$ cat src/rtl/mux_pkg.sv
// Shared definitions for the scanned/registered channel multiplexer:
// mode encodings, default sizing and the round-robin next-channel search.
package mux_pkg;

  localparam logic MODE_MANUAL = 1'b0;
  localparam logic MODE_SCAN   = 1'b1;

  localparam int DEF_WIDTH    = 8;
  localparam int DEF_CHANNELS = 8;
  localparam int DEF_DIV      = 50000;

  // Upper bound on channel count; the search works on a mask of this width.
  localparam int MAX_CHANNELS = 16;

  // Next enabled channel strictly after cur, searching upward and wrapping
  // from channels-1 to 0. A cur at or beyond the last channel (possible after
  // an out-of-range manual select) restarts the search at channel 0. When cur
  // is the only enabled channel the search lands back on cur. With an empty
  // mask cur is returned unchanged.
  function automatic int next_enabled(input int cur,
                                      input logic [MAX_CHANNELS-1:0] mask,
                                      input int channels);
    int   cand;
    int   result;
    logic found;
    cand   = (cur + 1 >= channels) ? 0 : cur + 1;
    result = cur;
    found  = 1'b0;
    for (int k = 0; k < MAX_CHANNELS; k++) begin
      if ((k < channels) && !found) begin
        if (mask[cand[3:0]]) begin
          result = cand;
          found  = 1'b1;
        end
        cand = (cand + 1 >= channels) ? 0 : cand + 1;
      end
    end
    return result;
  endfunction

endpackage

$ cat src/rtl/scan_prescaler.sv
// Scan-rate prescaler: counts 0..DIV-1 and flags the terminal count as a
// one-cycle tick. hold freezes the count (and suppresses the tick); clear
// forces the count to 0 and suppresses the tick.
module scan_prescaler #(
  parameter int DIV = 50000
) (
  input  logic clk,
  input  logic rst,
  input  logic clear,
  input  logic hold,
  output logic tick
);

  localparam int                CNT_W = (DIV > 1) ? $clog2(DIV) : 1;
  localparam logic [CNT_W-1:0]  LAST  = CNT_W'(DIV - 1);

  logic [CNT_W-1:0] count_q;
  logic [CNT_W-1:0] count_d;

  assign tick = !clear && !hold && (count_q == LAST);

  // Next count: clear wins, hold freezes, otherwise wrap at the terminal count.
  always_comb begin
    count_d = count_q;
    if (clear) begin
      count_d = '0;
    end else if (!hold) begin
      if (count_q == LAST) begin
        count_d = '0;
      end else begin
        count_d = count_q + CNT_W'(1);
      end
    end
  end

  // Count register with synchronous reset.
  always_ff @(posedge clk) begin
    if (rst) begin
      count_q <= '0;
    end else begin
      count_q <= count_d;
    end
  end

endmodule

$ cat src/rtl/mux_scan_n.sv
// N-channel, W-bit registered multiplexer with manual select and
// round-robin scan modes. All outputs are registered.
// Optional feature: define MUX_SCAN_BLANK_EN to insert one blanking cycle
// (o=0, o_valid=0, o_sel already at the new channel) after each scan
// advance that changes channel.
module mux_scan_n
  import mux_pkg::*;
#(
  parameter int WIDTH    = DEF_WIDTH,
  parameter int CHANNELS = DEF_CHANNELS,
  parameter int SEL_W    = 3,
  parameter int DIV      = DEF_DIV
) (
  input  logic                      clk,
  input  logic                      rst,
  input  logic [CHANNELS*WIDTH-1:0] data_in,
  input  logic                      mode,
  input  logic [SEL_W-1:0]          sel,
  input  logic [CHANNELS-1:0]       ch_mask,
  input  logic                      hold,
  output logic [WIDTH-1:0]          o,
  output logic [SEL_W-1:0]          o_sel,
  output logic                      o_valid,
  output logic                      o_step
);

  logic                 tick;
  logic [SEL_W-1:0]     cur_q,   cur_d;
  logic [WIDTH-1:0]     o_q,     o_d;
  logic                 valid_q, valid_d;
  logic                 step_q,  step_d;
  logic                 blank;
  logic [MAX_CHANNELS-1:0] mask_ext;
  logic [WIDTH-1:0]     cur_data;
  logic                 cur_in_range;
  logic                 cur_enabled;
  logic                 show;

  // Unpack the channel bus into an indexable array.
  logic [WIDTH-1:0] ch_data [CHANNELS];
  for (genvar gi = 0; gi < CHANNELS; gi++) begin : g_unpack
    assign ch_data[gi] = data_in[gi*WIDTH +: WIDTH];
  end

  // Prescaler is parked at 0 throughout manual mode so scan always starts
  // a full DIV period after the switch.
  scan_prescaler #(
    .DIV (DIV)
  ) u_prescaler (
    .clk   (clk),
    .rst   (rst),
    .clear (mode == MODE_MANUAL),
    .hold  (hold),
    .tick  (tick)
  );

  // Zero-extend the mask to the width the shared search function expects.
  always_comb begin
    mask_ext                 = '0;
    mask_ext[CHANNELS-1:0]   = ch_mask;
  end

  // Channel selection: follow sel in manual mode, advance on ticks in scan.
  always_comb begin
    cur_d  = cur_q;
    step_d = 1'b0;
    blank  = 1'b0;
    if (mode == MODE_MANUAL) begin
      cur_d = sel;
    end else if (tick && (ch_mask != '0)) begin
      cur_d  = SEL_W'(next_enabled(int'(cur_q), mask_ext, CHANNELS));
      step_d = 1'b1;
`ifdef MUX_SCAN_BLANK_EN
      blank  = (cur_d != cur_q);
`endif
    end
  end

  // Output data: live data of the channel about to be driven, gated by range,
  // mask (scan only) and the optional blanking cycle.
  always_comb begin
    cur_data     = '0;
    cur_in_range = 1'b0;
    cur_enabled  = 1'b0;
    for (int k = 0; k < CHANNELS; k++) begin
      if (cur_d == SEL_W'(k)) begin
        cur_data     = ch_data[k];
        cur_in_range = 1'b1;
        cur_enabled  = ch_mask[k];
      end
    end
    show    = cur_in_range && ((mode == MODE_MANUAL) || cur_enabled) && !blank;
    o_d     = show ? cur_data : '0;
    valid_d = show;
  end

  // Output and channel registers; reset overrides every mode.
  always_ff @(posedge clk) begin
    if (rst) begin
      cur_q   <= '0;
      o_q     <= '0;
      valid_q <= 1'b0;
      step_q  <= 1'b0;
    end else begin
      cur_q   <= cur_d;
      o_q     <= o_d;
      valid_q <= valid_d;
      step_q  <= step_d;
    end
  end

  assign o       = o_q;
  assign o_sel   = cur_q;
  assign o_valid = valid_q;
  assign o_step  = step_q;

endmodule

$ cat config.mk
export PLATFORM = sky130hd
export DESIGN_NAME = mux_scan_n
export DESIGN_NICKNAME = d
export VERILOG_FILES = /design/src/rtl/mux_pkg.sv /design/src/rtl/scan_prescaler.sv /design/src/rtl/mux_scan_n.sv
export SDC_FILE = /design/constraint.sdc
export NUM_CORES = 1
export LEC_CHECK = 0
export ABC_AREA = 0
export CORE_MARGIN = 3
export CORE_UTILIZATION = 45
export CTS_CLUSTER_DIAMETER = 30
export DETAILED_ROUTE_END_ITERATION = 10
export GPL_TIMING_DRIVEN = 0
export MAX_ROUTING_LAYER = met4
export PLACE_DENSITY_LB_ADDON = 0.15
export SETUP_SLACK_MARGIN = 0.02
export SYNTH_ARGS = -nofsm -noshare
export SYNTH_HDL_FRONTEND = slang
export SYNTH_HIERARCHICAL = 1
export SYNTH_SLANG_ARGS = --single-unit
$ cat constraint.sdc
create_clock -name clk -period 7.5 [get_ports clk]
set_input_delay 1.125 -clock clk [delete_from_list [all_inputs] [get_ports clk]]
set_output_delay 1.125 -clock clk [all_outputs]
set_load 0.02 [all_outputs]
==> results.cfg <==
[worst_setup_path]
worst_r2r_startpoint = o_sel[0]
required_ns = 7.66
path_class = input pin to register
cp_common_cell = ha_4
max_stage_delay_ns = 0.51
crit_buf_inv = 7
crit_path_start_kind = input pin
cp_max_fo = 5
crit_slowest_cell = mux4_2
cp_top_family = compound AO/OA/AOI/OAI gates
arrival_ns = 7.83
critPathCaptureType = register
cp-startpoint = ch_mask[4]

[die]
fp.dieW_um = 101
io_pins = 92
design.die.area_mm2 = 0.0103
rows = 34
coreArea_mm2 = 0.00876
die_height_um = 101
initial_core_util_pct = 46.6

[sta]
hold_viol = 0
layout_min_cycle_time_ns = 7.67
rsz0062_at_grt = yes
setup_violations = 9
final.setup.worst_slack_ns = -0.169
worstMarginPinSlew_ns = 0.798
drv_slew = 0
finalSetupTns_ns = -1.37
fin_crit_sh_pct = 102
slew_headroom_pct = 46.8
holdWs_ns = 0.492
clock_skew_ns = 0.00537
max_freq_mhz = 130

[final_layout]
areaGrowthSynthToFinish_pct = 44.9
final_common_cell = clkdlybuf4s50_1
final_layout_size_suffix_gt1_share_pct = 28.9
diodes = 0
num-nets-final = 743
layout_common_cells = 82 x clkdlybuf4s50_1, 45 x buf_4, 44 x nand2_1, 43 x nor2_1, 38 x mux2i_1

[outcome]
outcome = finished with violations
violations = setup timing

[detailed_routing]
viasPerCell = 6.14
drtPass1Iterations = 5
ant_nets = 0
drt_iter0_markers = 235
wl_per_cell_um = 18.0
vias = 4675
postRouteWirelength_um = 13700
route.detailed.drc = 0

[placed_design]
dpl.hpwl_um = 9990
gp_congestion = 0.911
numPortBuffers = 90

[clocking]
path_clk_slew_ns = 0.07
postCtsHoldBufs = 0
cts_buffers = 5
clock_latency_ns = 0.28
clock_path_buffers = 2
cts_sinks = 29
htreeDepth = 2
cts_tree = built
cts_root_buffer = clkbuf_8

[power]
swShare_pct = 45.0
combPwrFrac_pct = 76.8
ir_drop_mv = 0.0985
netSwitchingPower_uw = 564
p_int_uw = 690
p_per_area_mw_per_mm2 = 212
pwr-share-clk_pct = 10.0
pwr-share-seq_pct = 13.2
p_leak_nw = 2.24

[logic_synthesis]
yosysSeqAreaShare_pct = 14.2
async_flop_share_pct = 0
ys_ff_latch = 29
synth_top_area_share_pct = 14.2
syn_area_per_cell_um2 = 7.97
syn_nets = 602
synth_top_flop_cell = dfxtp_1
syn-instance-count = 512
yosys_warnings = 6
synth_area_mm2 = 0.00408
synth_top_area_cell = dfxtp_1
synth-edff-count = 0
ys_top_cells_by_area = dfxtp_1 14%, mux2i_1 10%, mux2_2 8.0%
synth.distinct_cells = 87

[min_path]
hold_start = u_prescaler/count_q[15]
min_path_type = register to register

[global_route]
antenna_found_initial = 0
use_met1_pct = 32.2
grt_usage_pct = 27.7
overflow = 0
met2_usage_pct = 48.1
grt.busiest_layer = met2
grt_max_degree = 11
grt_pass1_vias = 4755
met3_usage_pct = 5.03
grt_pass1_wl_um = 22400

[flow_run]
cap_violations = 0
-- repair_timing --
item / CTS / global route
buffers inserted: 35 / 8
endpoints found under the setup margin: 12 / 11
gates resized for setup: 75 / 25
gates cloned: 3 / 0
pin swaps: 24 / 24
-- worst register-to-register path: cells and delay by family (launching register included) --
kind	cells	cell delay (ns)
compound gates	14	2.86
xor+xnor	1	0.06
buf+inv	9	1.19
simple gates	7	0.94
fa+ha+maj	5	1.32
mux	3	0.72
flops	1	0.36
-- layout make-up --
cell class,count,area (µm²)
Clock inverter,3,17.5
Inverter,16,72.6
Sequential cell,29,586
Clock buffer,5,68.8
Fill cell,738,2850
Timing Repair Buffer,134,1250
Tap cell,108,135
Multi-Input combinational cell,433,3560
Buffer,34,224
-- through the flow --
stage / worst slack [ns] / area (µm²) / utilization (%) / std cells / total power, mW
floorplan: -0.0949 / 4200 / - / 512 / 0.754
finish: -0.169 / 5910 / 67.5 / 762 / 1.25
global route: -0.397 / 5910 / 67.5 / 762 / 1.33
global placement: -1.40 / 5240 / 59.8 / 710 / 0.913
detailed placement: -1.49 / 5240 / 59.8 / 710 / 0.930
CTS: -0.110 / 5810 / 66.3 / 756 / 1.21
-- path summary, 6_finish.rpt --
check	endpoint	slack, ns	cells after the start
hold reg to reg	u_prescaler/count_q[15]	0.49	2
hold / removal	u_prescaler/count_q[15]	0.49	2
setup reg to reg	o[4]	-0.10	39
setup / recovery	o[4]	-0.17	36
-- registers in the layout (all words and copies together), names as in the netlist --
name                 cells
o_valid                  1
o                        8
o_sel                    3
o_step                   1
u_prescaler/count_q     16
-- power by group through the flow --
| stage | logic, mW | registers [mW] | clock network, mW |
|---|---|---|---|
| after global placement | 0.744 | 0.169 | 0 |
| after detailed placement | 0.761 | 0.169 | 0 |
| after CTS | 0.921 | 0.165 | 0.128 |
| final | 0.963 | 0.166 | 0.125 |
| after floorplan | 0.577 | 0.177 | 0 |
| after global routing | 1.03 | 0.166 | 0.133 |
-- synthesized netlist by cell type (4+ instances only) --
master	instances
or3_1	4
mux2_2	29
and2_1	7
nor3_1	7
a21oi_1	18
o211ai_1	6
nand2_1	47
and3_1	4
or2_1	4
nor2b_1	7
clkbuf_1	11
xor2_1	5
a21boi_0	5
buf_2	15
o2111ai_1	7
inv_1	12
mux2i_1	41
mux4_2	5
nand2b_1	4
nor4_1	9
dfxtp_1	29
nor2_1	44
o21ai_1	5
nand3_1	15
a211oi_2	8
xnor2_1	15
nand4_1	6
ha_1	11
o22ai_1	18
buf_4	4
a31oi_1	5
o21ai_0	21
-- kinds of logic (layout without fill, tap and decap cells) --
kind of cell | count (synthesis) | count (layout) | share of synthesized area, %
AND/OR/NAND/NOR | 180 | 180 | 22.5
AO/OA/AOI/OAI | 143 | 143 | 27.1
multiplexers | 78 | 78 | 22.0
buffers and inverters | 50 | 192 | 5.91
flip-flops | 29 | 29 | 14.2
XOR/XNOR | 21 | 21 | 4.96
adder cells (fa/ha/maj) | 11 | 11 | 3.37
-- metal layers --
layer | wire length [µm] | vias up
li1 | - | 2225
met1 | 5480 | 2198
met2 | 6930 | 214
met3 | 1020 | 38
met4 | 312 | 0
met5 | 0 | -
Note: power is estimated with default switching activity, not from simulation.
